==> config.mk <==
export PLATFORM = sky130hd
export DESIGN_NAME = mmm_engine
export DESIGN_NICKNAME = d
export VERILOG_FILES = /design/src/rtl/mmm_engine.sv
export SDC_FILE = /design/constraint.sdc
export NUM_CORES = 1
export LEC_CHECK = 0
export BUFFER_PORTS_ARGS = -buffer_cell sky130_fd_sc_hd__clkbuf_2
export CAP_MARGIN = 20
export CORE_MARGIN = 5
export CORE_UTILIZATION = 50
export CTS_BUF_LIST = sky130_fd_sc_hd__clkbuf_8
export CTS_CLUSTER_SIZE = 20
export DETAILED_ROUTE_END_ITERATION = 10
export PLACE_DENSITY = 0.73
export SYNTH_ARGS = -nofsm -noshare
export SYNTH_HDL_FRONTEND = slang
export SYNTH_SLANG_ARGS = --single-unit
==> constraint.sdc <==
create_clock -name clk -period 3.5 [get_ports clk]
set_clock_uncertainty 0.15 [all_clocks]
set_input_delay 0.7 -clock clk [delete_from_list [all_inputs] [get_ports clk]]
set_output_delay 0.7 -clock clk [all_outputs]
set_load 0.01 [all_outputs]
==> src/rtl/mmm_engine.sv <==
// Bit-serial radix-2 Montgomery modular multiplier: R = A*B*2^-WIDTH mod M.
// Self-sequenced with start/busy/done handshake, operand latching and even-modulus error flag.
module mmm_engine #(
  parameter int WIDTH = 8
) (
  input  logic             clk,
  input  logic             rstb,
  input  logic             en,
  input  logic             start,
  input  logic             abort,
  input  logic             skip_sub,
  input  logic [WIDTH-1:0] A,
  input  logic [WIDTH-1:0] B,
  input  logic [WIDTH-1:0] M,
  output logic [WIDTH-1:0] R,
  output logic             busy,
  output logic             done,
  output logic             err
);

  localparam int CNT_W = $clog2(WIDTH + 1);
  localparam int SW    = WIDTH + 2;

  localparam logic [CNT_W-1:0] CNT_ZERO = {CNT_W{1'b0}};
  localparam logic [CNT_W-1:0] CNT_ONE  = {{(CNT_W-1){1'b0}}, 1'b1};
  localparam logic [CNT_W-1:0] CNT_LAST = CNT_W'(WIDTH);
  localparam logic [SW-1:0]    S_ZERO   = {SW{1'b0}};
  localparam logic [WIDTH-1:0] W_ZERO   = {WIDTH{1'b0}};

  typedef enum logic [1:0] {
    IDLE  = 2'd0,
    CALC  = 2'd1,
    FINAL = 2'd2
  } state_t;

  state_t           state_r, state_s;
  logic [WIDTH-1:0] a_r, a_s;
  logic [WIDTH-1:0] b_r, b_s;
  logic [WIDTH-1:0] m_r, m_s;
  logic [WIDTH-1:0] r_r, r_s;
  logic             skip_r, skip_s;
  logic             busy_r, busy_s;
  logic             done_r, done_s;
  logic             err_r, err_s;
  logic [SW-1:0]    acc_r, acc_s;
  logic [CNT_W-1:0] cnt_r, cnt_s;

  // One Montgomery iteration; S < 2M keeps every intermediate below 4M, inside SW bits.
  function automatic logic [SW-1:0] mont_step(
    input logic [SW-1:0]    s,
    input logic             a_bit,
    input logic [WIDTH-1:0] b,
    input logic [WIDTH-1:0] m
  );
    logic [SW-1:0] t1;
    logic [SW-1:0] t2;
    t1 = a_bit ? (s + {2'b00, b}) : s;
    t2 = t1[0] ? (t1 + {2'b00, m}) : t1;
    return t2 >> 1'b1;
  endfunction

  function automatic logic [WIDTH-1:0] final_reduce(
    input logic [SW-1:0]    s,
    input logic [WIDTH-1:0] m,
    input logic             bypass
  );
    if (!bypass && (s >= {2'b00, m})) begin
      return WIDTH'(s - {2'b00, m});
    end else begin
      return WIDTH'(s);
    end
  endfunction

  // Next-state and datapath update; en low holds everything, abort outranks the FSM.
  always_comb begin
    state_s = state_r;
    a_s     = a_r;
    b_s     = b_r;
    m_s     = m_r;
    r_s     = r_r;
    skip_s  = skip_r;
    busy_s  = busy_r;
    done_s  = done_r;
    err_s   = err_r;
    acc_s   = acc_r;
    cnt_s   = cnt_r;
    if (!en) begin
      state_s = state_r;
    end else if (abort) begin
      state_s = IDLE;
      acc_s   = S_ZERO;
      cnt_s   = CNT_ZERO;
      busy_s  = 1'b0;
      done_s  = 1'b0;
    end else begin
      case (state_r)
        IDLE: begin
          done_s = 1'b0;
          if (start) begin
            a_s    = A;
            b_s    = B;
            m_s    = M;
            skip_s = skip_sub;
            acc_s  = S_ZERO;
            cnt_s  = CNT_ZERO;
            err_s  = 1'b0;
            if (!M[0]) begin
              r_s    = W_ZERO;
              err_s  = 1'b1;
              done_s = 1'b1;
            end else begin
              state_s = CALC;
              busy_s  = 1'b1;
            end
          end else begin
            state_s = IDLE;
          end
        end
        CALC: begin
          // a_r is consumed LSB first by shifting the latched copy
          acc_s = mont_step(acc_r, a_r[0], b_r, m_r);
          a_s   = {1'b0, a_r[WIDTH-1:1]};
          cnt_s = cnt_r + CNT_ONE;
          if (cnt_s == CNT_LAST) begin
            state_s = FINAL;
          end else begin
            state_s = CALC;
          end
        end
        FINAL: begin
          r_s     = final_reduce(acc_r, m_r, skip_r);
          done_s  = 1'b1;
          busy_s  = 1'b0;
          state_s = IDLE;
        end
        default: begin
          state_s = IDLE;
          busy_s  = 1'b0;
          done_s  = 1'b0;
        end
      endcase
    end
  end

  // State and output registers with asynchronous active-low reset.
  always_ff @(posedge clk or negedge rstb) begin
    if (!rstb) begin
      state_r <= IDLE;
      a_r     <= W_ZERO;
      b_r     <= W_ZERO;
      m_r     <= W_ZERO;
      r_r     <= W_ZERO;
      skip_r  <= 1'b0;
      busy_r  <= 1'b0;
      done_r  <= 1'b0;
      err_r   <= 1'b0;
      acc_r   <= S_ZERO;
      cnt_r   <= CNT_ZERO;
    end else begin
      state_r <= state_s;
      a_r     <= a_s;
      b_r     <= b_s;
      m_r     <= m_s;
      r_r     <= r_s;
      skip_r  <= skip_s;
      busy_r  <= busy_s;
      done_r  <= done_s;
      err_r   <= err_s;
      acc_r   <= acc_s;
      cnt_r   <= cnt_s;
    end
  end

  assign R    = r_r;
  assign busy = busy_r;
  assign done = done_r;
  assign err  = err_r;

endmodule

==> impl_results.html, run 1 <==
<table>
<tr><th>Metric</th><th>Value</th></tr>
<tr><th colspan="2">Route</th></tr>
<tr><td>Number of DRC violations after detailed-routing iteration 0</td><td>141</td></tr>
<tr><td>Via density</td><td>5.810</td></tr>
<tr><td>Post-route antenna net violation count</td><td>0</td></tr>
<tr><td>Final wirelength</td><td>8141 um</td></tr>
<tr><td>Pre-antenna DRT Iters</td><td>4</td></tr>
<tr><td>Via count of the routed design</td><td>2,882</td></tr>
<tr><td>Number of design rule violations left after detail routing</td><td>0</td></tr>
<tr><td>WL/cell</td><td>16.41 um</td></tr>
<tr><th colspan="2">Yosys</th></tr>
<tr><td>Fraction of post-synthesis cell area in the top cell type by area</td><td>37.21%</td></tr>
<tr><td>Post-synth EDFFs</td><td>0</td></tr>
<tr><td>Most area-hungry cell type in the Yosys netlist</td><td>sky130_fd_sc_hd__dfrtp_1</td></tr>
<tr><td>Biggest area contributors in the synthesized netlist</td><td>sky130_fd_sc_hd__dfrtp_1, sky130_fd_sc_hd__ha_1, sky130_fd_sc_hd__mux2_2, sky130_fd_sc_hd__nand2_1, sky130_fd_sc_hd__nor2_1</td></tr>
<tr><td>Netlist area before placement</td><td>3430 um^2</td></tr>
<tr><td>Dominant combinational cell family by area after synthesis</td><td>compound AO/OA/AOI/OAI gates</td></tr>
<tr><td>Number of warnings reported in the yosys synthesis log</td><td>0</td></tr>
<tr><td>Synth Flop Type</td><td>sky130_fd_sc_hd__dfrtp_1</td></tr>
<tr><td>Most used standard cell by instance count after synthesis</td><td>sky130_fd_sc_hd__dfrtp_1</td></tr>
<tr><td>Sequential-to-total area share from yosys stat</td><td>37.21%</td></tr>
<tr><td>Share of synthesized cell area in and, or, nand and nor gates</td><td>14.92%</td></tr>
<tr><td>Adder-cell share of the synthesized area</td><td>10.51%</td></tr>
<tr><td>Proportion of synthesized flip-flops having asynchronous set or reset</td><td>100.0%</td></tr>
<tr><td>Multiplexer area fraction after synthesis</td><td>9.923%</td></tr>
<tr><td>Yosys cell types</td><td>57</td></tr>
<tr><td>Xor/xnor cell area share of the yosys netlist</td><td>3.575%</td></tr>
<tr><td>Total nets after synthesis</td><td>419</td></tr>
<tr><td>Mean area per synthesized cell</td><td>9.474 um^2</td></tr>
<tr><td>Fraction of the mapped netlist area in compound gates</td><td>20.87%</td></tr>
<tr><td>Yosys reg bits</td><td>51</td></tr>
<tr><td>Most numerous cell types in the synthesized netlist</td><td>sky130_fd_sc_hd__dfrtp_1, sky130_fd_sc_hd__nand2_1, sky130_fd_sc_hd__nor2_1</td></tr>
<tr><td>Count of mapped cells out of synthesis</td><td>362</td></tr>
<tr><th colspan="2">GRT</th></tr>
<tr><td>Global-route met3 utilization</td><td>3.249%</td></tr>
<tr><td>Fraction of met2 tracks used by global routing</td><td>31.85%</td></tr>
<tr><td>Grt met1 use</td><td>26.87%</td></tr>
<tr><td>Remaining Overflow, GRT</td><td>0</td></tr>
<tr><td>Tot GR Track Use</td><td>19.84%</td></tr>
<tr><td>Number of global-route vias before repair</td><td>2,783</td></tr>
<tr><td>Antenna violations before repair</td><td>0</td></tr>
<tr><td>Pin count of the biggest net entering global routing</td><td>41</td></tr>
<tr><td>First-pass GRT wire length</td><td>13,790 um</td></tr>
<tr><td>Busiest layer in global routing</td><td>met2</td></tr>
<tr><th colspan="2">Clocking</th></tr>
<tr><td>CTS Hold Bufs</td><td>0</td></tr>
<tr><td>Cts bufs inserted</td><td>5</td></tr>
<tr><td>Insertion delay to the later sink of the worst-skew pair</td><td>0.31 ns</td></tr>
<tr><td>Clock tree root driver cell</td><td>sky130_fd_sc_hd__clkbuf_8</td></tr>
<tr><td>Clock tree from TritonCTS</td><td>done</td></tr>
<tr><td>Clock-pin slew of the registers on the worst-case setup and hold paths</td><td>0.09 ns</td></tr>
<tr><td>Max clock buf depth</td><td>2</td></tr>
<tr><td>Number of levels the H-tree was split into</td><td>2</td></tr>
<tr><td>Clock net sink count</td><td>51</td></tr>
<tr><th colspan="2">Floorplanning</th></tr>
<tr><td>Die W</td><td>92.82 um</td></tr>
<tr><td>Cell row count</td><td>30</td></tr>
<tr><td>Number of top-level pins</td><td>41</td></tr>
<tr><td>Core Footprint</td><td>6719 um^2</td></tr>
<tr><td>Overall die height</td><td>92.82 um</td></tr>
<tr><td>Die outline area</td><td>8616 um^2</td></tr>
<tr><td>Initial core utilization</td><td>51.04%</td></tr>
<tr><th colspan="2">Power and ir drop</th></tr>
<tr><td>Power density over the cells</td><td>626.8 nW/um^2</td></tr>
<tr><td>Total power of the final layout</td><td>0.002493 W</td></tr>
<tr><td>Peak supply drop</td><td>0.0002607 V</td></tr>
<tr><td>Leakage component of the power</td><td>1.920 nW</td></tr>
<tr><th colspan="2">Layout</th></tr>
<tr><td>Number of antenna cells inserted</td><td>0</td></tr>
<tr><td>Area Growth Syn to Fin</td><td>15.98%</td></tr>
<tr><td>Number of non-filler instances in the completed layout</td><td>496</td></tr>
<tr><td>Net count of the finished layout</td><td>472</td></tr>
<tr><td>Proportion of layout cells with a drive suffix above 1</td><td>23.80%</td></tr>
<tr><th colspan="2">STA</th></tr>
<tr><td>Number of setup violations in the final report</td><td>0</td></tr>
<tr><td>Final critical-path share of the clock period</td><td>96.55%</td></tr>
<tr><td>Min Hold Slack</td><td>0.05625 ns</td></tr>
<tr><td>Unrepaired setup endpoints after global routing</td><td>true</td></tr>
<tr><td>Clock period minus final worst setup slack</td><td>3.379 ns</td></tr>
<tr><td>Final hold viol count</td><td>0</td></tr>
<tr><td>Final slew viol count</td><td>0</td></tr>
<tr><td>Slew headroom</td><td>45.73%</td></tr>
<tr><td>Setup TNS</td><td>0 ns</td></tr>
<tr><td>Maximum clock rate</td><td>0.2959 GHz</td></tr>
<tr><td>Setup ws final</td><td>0.1206 ns</td></tr>
<tr><td>Actual transition at the worst max-transition pin</td><td>0.8106 ns</td></tr>
<tr><th colspan="2">Placement</th></tr>
<tr><td>Post-DP HPWL</td><td>6121 um</td></tr>
<tr><td>Last weighted congestion value of the routability-driven placer</td><td>0.9275</td></tr>
<tr><td>I/O Buffers</td><td>40</td></tr>
<tr><td>Placement-stage worst setup slack</td><td>0.004631 ns</td></tr>
<tr><td>Post-Place Cells</td><td>484</td></tr>
<tr><th colspan="2">Setup path</th></tr>
<tr><td>Cell depth of the worst flop-to-flop path</td><td>14</td></tr>
<tr><td>Cell repeated most along the worst path</td><td>sky130_fd_sc_hd__a21oi_2</td></tr>
<tr><td>Flop2flop setup slack</td><td>0.12 ns</td></tr>
<tr><td>Crit-path slowest cell</td><td>sky130_fd_sc_hd__dfrtp_1</td></tr>
<tr><td>Data arrival time of the worst path</td><td>3.48 ns</td></tr>
<tr><td>Worst path max stage delay</td><td>0.41 ns</td></tr>
<tr><td>Element type at the critical path end</td><td>flop</td></tr>
<tr><td>Ordered cell list for the critical path</td><td>ha_2 &gt; fa_2 &gt; a21oi_2 &gt; inv_1 &gt; a21oi_2 &gt; xnor2_1 &gt; mux2_2 &gt; ha_1 &gt; o21a_1 &gt; o21ai_2 &gt; a31oi_2 &gt; o41a_1 &gt; or3_1 &gt; nand3_1</td></tr>
<tr><td>Max Fanout on Critical Path</td><td>3</td></tr>
<tr><td>Startpoint type of the worst setup path</td><td>flop</td></tr>
<tr><td>Worst Path Required</td><td>3.60 ns</td></tr>
<tr><td>Kind of critical path</td><td>reg2reg</td></tr>
<tr><th colspan="2">Run status</th></tr>
<tr><td>Result of the run</td><td>completed</td></tr>
<tr><th colspan="2">Hold path</th></tr>
<tr><td>Worst hold-check path type</td><td>in2async</td></tr>
<tr><th colspan="2">Flow run</th></tr>
<tr><td>Max-Cap Viols</td><td>0</td></tr>
</table>
## metal layers
| metal | vias to the layer above | part of all wire (%) |
|---|---|---|
| li1 | 1422 | - |
| met4 | 0 | 2.2 |
| met2 | 84 | 46 |
| met3 | 19 | 5.3 |
| met1 | 1357 | 46 |
| met5 | - | 0 |
## cell type report
type / count / area, um^2
tap: 80 / 100.1
sequential: 51 / 1277
clock buffer: 5 / 68.82
clock inverter: 3 / 63.81
multi-input combinational: 285 / 2082
inverter: 18 / 67.56
fill: 598 / 2741
timing repair buffer: 54 / 317.8
## cell usage in the layout (no fill, tap or decap), drive strengths merged, types with 13 or more instances in the layout
cell,count
ha,24
mux2,21
inv,19
clkbuf,45
a21oi,14
a31oi,13
buf,14
nand2,43
nor2,28
o21ai,29
dfrtp,51
## through the flow
step / instance area, um^2 / utilization [%]
global route: 3978 / 59.20
CTS: 3902 / 58.08
floorplan: 3430 / -
global placement: 3770 / 56.11
detailed placement: 3770 / 56.11
finish: 3978 / 59.20
## worst max-delay path: cells and delay by family (launching register included)
kind | cells | cell delay (ns)
compound gates | 6 | 1.06
xor+xnor | 1 | 0.08
fa+ha+maj | 3 | 0.89
buf+inv | 1 | 0.07
flops | 1 | 0.41
mux | 1 | 0.28
simple gates | 2 | 0.39
## cells by family (layout without fill, tap and decap cells)
| group | count (synthesis) | in the layout |
|---|---|---|
| adder cells (fa/ha/maj) | 27 | 27 |
| multiplexers | 31 | 31 |
| AO/OA/AOI/OAI | 103 | 103 |
| AND/OR/NAND/NOR | 110 | 110 |
| buffers and inverters | 26 | 80 |
| XOR/XNOR | 14 | 14 |
| flip-flops | 51 | 51 |
## power by group
group          switching (W)  internal (W)
Clock               0.000201      0.000283
Combinational       0.000673      0.000558
Sequential         0.0000946      0.000683
## path summary, 6_finish.rpt
check,startpoint,to
max,acc_r[0]$_DFFE_PN0P_,acc_r[8]$_DFFE_PN0P_
min,rstb,R[3]$_DFFE_PN0P_
max reg2reg,acc_r[0]$_DFFE_PN0P_,acc_r[8]$_DFFE_PN0P_
min reg2reg,R[6]$_DFFE_PN0P_,R[6]$_DFFE_PN0P_
max in group asynchronous,rstb,busy$_DFFE_PN0P_
min in group clk,R[6]$_DFFE_PN0P_,R[6]$_DFFE_PN0P_
## timing repair
action | 4_1_cts | 5_1_grt
endpoints found under the setup margin | 0 | 5
setup buffers | 0 | 3
resized for setup | 0 | 9
endpoints found under the hold margin | 0 | 0
## sequential cells by signal, summed over array words and instances (netlist names)
name     cells
cnt_r        4
skip_r       1
R            8
busy         1
done         1
err          1
a_r          8
m_r          8
state_r      2
b_r          8
acc_r        9
Power figures use the tool's default switching activity.
==> inputs of run 2 (changes only) <==
--- a/config.mk
+++ b/config.mk
@@ -5,6 +5,7 @@
 export SDC_FILE = /design/constraint.sdc
 export NUM_CORES = 1
 export LEC_CHECK = 0
+export ABC_AREA = 1
 export BUFFER_PORTS_ARGS = -buffer_cell sky130_fd_sc_hd__clkbuf_2
 export CAP_MARGIN = 20
 export CORE_MARGIN = 5
@@ -12,6 +13,7 @@
 export CTS_BUF_LIST = sky130_fd_sc_hd__clkbuf_8
 export CTS_CLUSTER_SIZE = 20
 export DETAILED_ROUTE_END_ITERATION = 10
+export MAX_ROUTING_LAYER = met4
 export PLACE_DENSITY = 0.73
 export SYNTH_ARGS = -nofsm -noshare
 export SYNTH_HDL_FRONTEND = slang
==> impl_results.html, run 2 <==
<table>
<tr><th>Metric</th><th>Value</th></tr>
<tr><th colspan="2">Run status</th></tr>
<tr><td>Result of the run</td><td>completed (unchanged)</td></tr>
<tr><th colspan="2">Layout</th></tr>
<tr><td>Filler cells</td><td>657 (was 598)</td></tr>
<tr><td>Area Growth Syn to Fin</td><td>12.22% (was 15.98%)</td></tr>
<tr><td>Footprint of the multi-input gates</td><td>2002 um^2 (was 2082 um^2)</td></tr>
<tr><td>Max reg flops</td><td>9 (unchanged)</td></tr>
<tr><td>Number of non-filler instances in the completed layout</td><td>619 (was 496)</td></tr>
<tr><td>Net count of the finished layout</td><td>579 (was 472)</td></tr>
<tr><td>Leading cell types in the layout, fill and taps excluded</td><td>sky130_fd_sc_hd__nand2_1, sky130_fd_sc_hd__inv_1, sky130_fd_sc_hd__dfrtp_1 (was sky130_fd_sc_hd__dfrtp_1, sky130_fd_sc_hd__nand2_1, sky130_fd_sc_hd__clkbuf_2)</td></tr>
<tr><td>Most flop-heavy register</td><td>acc_r (unchanged)</td></tr>
<tr><td>Most common cell after layout, fill and taps aside</td><td>sky130_fd_sc_hd__nand2_1 (was sky130_fd_sc_hd__dfrtp_1)</td></tr>
<tr><td>Number of antenna cells inserted</td><td>0 (unchanged)</td></tr>
<tr><td>Proportion of layout cells with a drive suffix above 1</td><td>14.15% (was 23.80%)</td></tr>
<tr><td>Storage cell area</td><td>1276 um^2 (was 1277 um^2)</td></tr>
<tr><th colspan="2">Yosys</th></tr>
<tr><td>Biggest area contributors in the synthesized netlist</td><td>sky130_fd_sc_hd__dfrtp_1, sky130_fd_sc_hd__nand2_1, sky130_fd_sc_hd__ha_1, sky130_fd_sc_hd__inv_1, sky130_fd_sc_hd__nand3_1 (was sky130_fd_sc_hd__dfrtp_1, sky130_fd_sc_hd__ha_1, sky130_fd_sc_hd__mux2_2, sky130_fd_sc_hd__nand2_1, sky130_fd_sc_hd__nor2_1)</td></tr>
<tr><td>Most numerous cell types in the synthesized netlist</td><td>sky130_fd_sc_hd__nand2_1, sky130_fd_sc_hd__dfrtp_1, sky130_fd_sc_hd__inv_1 (was sky130_fd_sc_hd__dfrtp_1, sky130_fd_sc_hd__nand2_1, sky130_fd_sc_hd__nor2_1)</td></tr>
<tr><td>Number of warnings reported in the yosys synthesis log</td><td>0 (unchanged)</td></tr>
<tr><td>Fraction of post-synthesis cell area in the top cell type by area</td><td>36.02% (was 37.21%)</td></tr>
<tr><td>Yosys reg bits</td><td>51 (unchanged)</td></tr>
<tr><td>Most area-hungry cell type in the Yosys netlist</td><td>sky130_fd_sc_hd__dfrtp_1 (unchanged)</td></tr>
<tr><td>Count of mapped cells out of synthesis</td><td>477 (was 362)</td></tr>
<tr><td>Yosys cell types</td><td>39 (was 57)</td></tr>
<tr><td>Sequential-to-total area share from yosys stat</td><td>36.02% (was 37.21%)</td></tr>
<tr><td>Proportion of synthesized flip-flops having asynchronous set or reset</td><td>100.0% (unchanged)</td></tr>
<tr><td>Netlist area before placement</td><td>3543 um^2 (was 3430 um^2)</td></tr>
<tr><td>Total nets after synthesis</td><td>534 (was 419)</td></tr>
<tr><td>Synth Flop Type</td><td>sky130_fd_sc_hd__dfrtp_1 (unchanged)</td></tr>
<tr><td>Post-synth EDFFs</td><td>0 (unchanged)</td></tr>
<tr><td>Mean area per synthesized cell</td><td>7.429 um^2 (was 9.474 um^2)</td></tr>
<tr><td>Most used standard cell by instance count after synthesis</td><td>sky130_fd_sc_hd__nand2_1 (was sky130_fd_sc_hd__dfrtp_1)</td></tr>
<tr><th colspan="2">Power and ir drop</th></tr>
<tr><td>Power density over the cells</td><td>488.2 nW/um^2 (was 626.8 nW/um^2)</td></tr>
<tr><td>Peak supply drop</td><td>0.0002593 V (was 0.0002607 V)</td></tr>
<tr><td>Leakage component of the power</td><td>2.080 nW (was 1.920 nW)</td></tr>
<tr><th colspan="2">Setup path</th></tr>
<tr><td>Crit path from</td><td>acc_r[0]$_DFFE_PN0P_ (unchanged)</td></tr>
<tr><td>Worst Path Required</td><td>3.56 ns (was 3.60 ns)</td></tr>
<tr><td>Kind of critical path</td><td>reg2reg (unchanged)</td></tr>
<tr><td>Endpoint of the most critical setup path</td><td>acc_r[8]$_DFFE_PN0P_ (unchanged)</td></tr>
<tr><td>Startpoint type of the worst setup path</td><td>flop (unchanged)</td></tr>
<tr><td>Destination of the worst register-to-register timing path</td><td>acc_r[8]$_DFFE_PN0P_ (unchanged)</td></tr>
<tr><td>Flop2flop setup slack</td><td>0.32 ns (was 0.12 ns)</td></tr>
<tr><td>Cell depth of the worst flop-to-flop path</td><td>18 (was 14)</td></tr>
<tr><td>Element type at the critical path end</td><td>flop (unchanged)</td></tr>
<tr><td>Data arrival time of the worst path</td><td>3.23 ns (was 3.48 ns)</td></tr>
<tr><td>Max Fanout on Critical Path</td><td>5 (was 3)</td></tr>
<tr><td>Worst r2r src</td><td>acc_r[0]$_DFFE_PN0P_ (unchanged)</td></tr>
<tr><th colspan="2">Floorplanning</th></tr>
<tr><td>Die outline area</td><td>8871 um^2 (was 8616 um^2)</td></tr>
<tr><td>Die W</td><td>94.19 um (was 92.82 um)</td></tr>
<tr><td>Overall die height</td><td>94.19 um (was 92.82 um)</td></tr>
<tr><td>Initial core utilization</td><td>51.87% (was 51.04%)</td></tr>
<tr><td>Number of top-level pins</td><td>41 (unchanged)</td></tr>
<tr><td>Cell row count</td><td>30 (unchanged)</td></tr>
<tr><td>Core Footprint</td><td>6832 um^2 (was 6719 um^2)</td></tr>
<tr><th colspan="2">Clocking</th></tr>
<tr><td>Insertion delay to the later sink of the worst-skew pair</td><td>0.31 ns (about the same)</td></tr>
<tr><td>Clock tree from TritonCTS</td><td>done (unchanged)</td></tr>
<tr><td>Clock-pin slew of the registers on the worst-case setup and hold paths</td><td>0.10 ns (was 0.09 ns)</td></tr>
<tr><td>Buffer count from post-CTS setup fixing</td><td>0 (unchanged)</td></tr>
<tr><td>Clock net sink count</td><td>51 (unchanged)</td></tr>
<tr><td>Max clock buf depth</td><td>2 (unchanged)</td></tr>
<tr><td>Number of levels the H-tree was split into</td><td>2 (unchanged)</td></tr>
<tr><td>Cts bufs inserted</td><td>5 (unchanged)</td></tr>
<tr><td>Number of resized instances in the post-cts repair step</td><td>0 (unchanged)</td></tr>
<tr><td>CTS Hold Bufs</td><td>0 (unchanged)</td></tr>
<tr><td>Clock tree root driver cell</td><td>sky130_fd_sc_hd__clkbuf_8 (unchanged)</td></tr>
<tr><th colspan="2">Placement</th></tr>
<tr><td>Placement-stage worst setup slack</td><td>0.3524 ns (was 0.004631 ns)</td></tr>
<tr><td>Post-Place Cells</td><td>610 (was 484)</td></tr>
<tr><td>Last weighted congestion value of the routability-driven placer</td><td>0.9227 (was 0.9275)</td></tr>
<tr><td>I/O Buffers</td><td>40 (unchanged)</td></tr>
<tr><td>Post-DP HPWL</td><td>6588 um (was 6121 um)</td></tr>
<tr><th colspan="2">STA</th></tr>
<tr><td>Final hold viol count</td><td>0 (unchanged)</td></tr>
<tr><td>Final critical-path share of the clock period</td><td>90.73% (was 96.55%)</td></tr>
<tr><td>Setup ws final</td><td>0.3244 ns (was 0.1206 ns)</td></tr>
<tr><td>Maximum clock rate</td><td>0.3149 GHz (was 0.2959 GHz)</td></tr>
<tr><td>Actual transition at the worst max-transition pin</td><td>0.5164 ns (was 0.8106 ns)</td></tr>
<tr><td>Setup TNS</td><td>0 ns (unchanged)</td></tr>
<tr><td>Final slew viol count</td><td>0 (unchanged)</td></tr>
<tr><td>Slew headroom</td><td>65.53% (was 45.73%)</td></tr>
<tr><td>Unrepaired setup endpoints after global routing</td><td>false (was true)</td></tr>
<tr><td>Number of setup violations in the final report</td><td>0 (unchanged)</td></tr>
<tr><td>Clock period minus final worst setup slack</td><td>3.176 ns (was 3.379 ns)</td></tr>
<tr><th colspan="2">Route</th></tr>
<tr><td>Via count of the routed design</td><td>3,277 (was 2,882)</td></tr>
<tr><td>Via density</td><td>5.294 (was 5.810)</td></tr>
<tr><td>WL/cell</td><td>13.50 um (was 16.41 um)</td></tr>
<tr><td>Metal3 WL</td><td>362 um (was 431 um)</td></tr>
<tr><td>Number of design rule violations left after detail routing</td><td>0 (unchanged)</td></tr>
<tr><td>Post-route antenna net violation count</td><td>0 (unchanged)</td></tr>
<tr><td>Post-Route M1 WL</td><td>3957 um (was 3777 um)</td></tr>
<tr><td>Pre-antenna DRT Iters</td><td>4 (unchanged)</td></tr>
<tr><td>Top routing layer used</td><td>met4 (unchanged)</td></tr>
<tr><td>Number of DRC violations after detailed-routing iteration 0</td><td>193 (was 141)</td></tr>
<tr><td>Met2 wire length</td><td>3874 um (was 3749 um)</td></tr>
<tr><td>Final wirelength</td><td>8358 um (was 8141 um)</td></tr>
<tr><th colspan="2">GRT</th></tr>
<tr><td>Antenna violations before repair</td><td>0 (unchanged)</td></tr>
<tr><td>Remaining Overflow, GRT</td><td>0 (unchanged)</td></tr>
<tr><td>Number of global-route vias before repair</td><td>3,223 (was 2,783)</td></tr>
<tr><td>Pin count of the biggest net entering global routing</td><td>40 (was 41)</td></tr>
<tr><td>Tot GR Track Use</td><td>21.04% (was 19.84%)</td></tr>
<tr><td>First-pass GRT wire length</td><td>14,630 um (was 13,790 um)</td></tr>
<tr><th colspan="2">Flow run</th></tr>
<tr><td>Max-Cap Viols</td><td>0 (unchanged)</td></tr>
<tr><th colspan="2">Hold path</th></tr>
<tr><td>Worst hold-check path type</td><td>in2async (unchanged)</td></tr>
</table>
run 2: cell types whose count changed in the layout (fill, tap and decap cells not counted), moves of 10 or more:
| cell | before | now |
|---|---|---|
| sky130_fd_sc_hd__inv_1 | 19 | 52 |
| sky130_fd_sc_hd__o21ai_0 | 17 | 30 |
| sky130_fd_sc_hd__nand3_1 | 9 | 31 |
| sky130_fd_sc_hd__mux2_2 | 20 | 0 |
| sky130_fd_sc_hd__a31oi_1 | 12 | 1 |
| sky130_fd_sc_hd__o211ai_1 | 0 | 11 |
| sky130_fd_sc_hd__o21ai_1 | 11 | 21 |
| sky130_fd_sc_hd__a21oi_1 | 12 | 25 |
| sky130_fd_sc_hd__mux2i_1 | 10 | 0 |
| sky130_fd_sc_hd__nand2_1 | 43 | 142 |
run 2: how the worst min path moves through the flow:
| stage | startpoint | endpoint | slack [ns] | cells after the start |
|---|---|---|---|---|
| floorplan | rstb | R[0]$_DFFE_PN0P_ | 0.25 | 0 |
| global route | rstb | a_r[3]$_DFFE_PN0P_ | 0.13 | 1 |
| detailed placement | done$_DFFE_PN0P_ | done$_DFFE_PN0P_ | 0.31 | 2 |
| CTS | done$_DFFE_PN0P_ | done$_DFFE_PN0P_ | 0.33 | 2 |
| global placement | done$_DFFE_PN0P_ | done$_DFFE_PN0P_ | 0.31 | 2 |
| finish | rstb | b_r[3]$_DFFE_PN0P_ | 0.12 | 1 |
run 2: metrics by stage:
stage	hold WS, ns	instance area, um^2	util [%]	power, W
3_3_place_gp	0.3073	3861	56.52	0.001552
3_5_place_dp	0.3104	3861	56.52	0.001574
4_1_cts	0.3335	3956	57.91	0.001941
5_1_grt	0.1329	3976	58.21	0.002110
6_report	0.1194	3976	58.21	0.001941
2_1_floorplan	0.2544	3543	-	0.001377
run 2: cells by family after synthesis:
kind of cell	synth area share, %
compound gates	16.38
xor+xnor	3.461
fa+ha+maj	10.17
buf+inv	7.485
flops	36.02
simple gates	26.48
run 2: per-layer routing:
layer / GRT usage (%) / up-vias
met5: - / -
met1: 27.10 / 1507
met2: 33.75 / 87
li1: - / 1667
met3: 3.045 / 16
met4: 7.702 / 0
run 2: critical path, stage by stage (launching register included):
cell and delay, ns:
sky130_fd_sc_hd__dfrtp_1 0.41, sky130_fd_sc_hd__ha_1 0.26, sky130_fd_sc_hd__fa_1 0.42, sky130_fd_sc_hd__nand3_1 0.09, sky130_fd_sc_hd__nand3_1 0.12, sky130_fd_sc_hd__a21oi_1 0.19
sky130_fd_sc_hd__xor2_1 0.16, sky130_fd_sc_hd__nand2_1 0.08, sky130_fd_sc_hd__o21ai_0 0.09, sky130_fd_sc_hd__ha_1 0.30, sky130_fd_sc_hd__a21oi_1 0.17, sky130_fd_sc_hd__a21boi_1 0.17
sky130_fd_sc_hd__nand2_1 0.10, sky130_fd_sc_hd__nand2_1 0.07, sky130_fd_sc_hd__nand2_1 0.07, sky130_fd_sc_hd__nand2_1 0.07, sky130_fd_sc_hd__nand2_1 0.05, sky130_fd_sc_hd__nand3_1 0.06
sky130_fd_sc_hd__nand2_1 0.05
run 2: final cells by class:
class	instances	area share, %
Clock buffer	6	2.077
Clock inverter	2	0.3147
Tap cell	96	3.021
Multi-Input combinational cell	357	50.35
Sequential cell	51	32.10
Inverter	62	5.853
Timing Repair Buffer	45	6.293
run 2: where the power goes:
part	internal [W]	total, W	switching, W
Sequential	0.000679	0.000753	0.0000743
Combinational	0.000309	0.000821	0.000513
Clock	0.000160	0.000366	0.000207
Total	0.00115	0.00194	0.000794
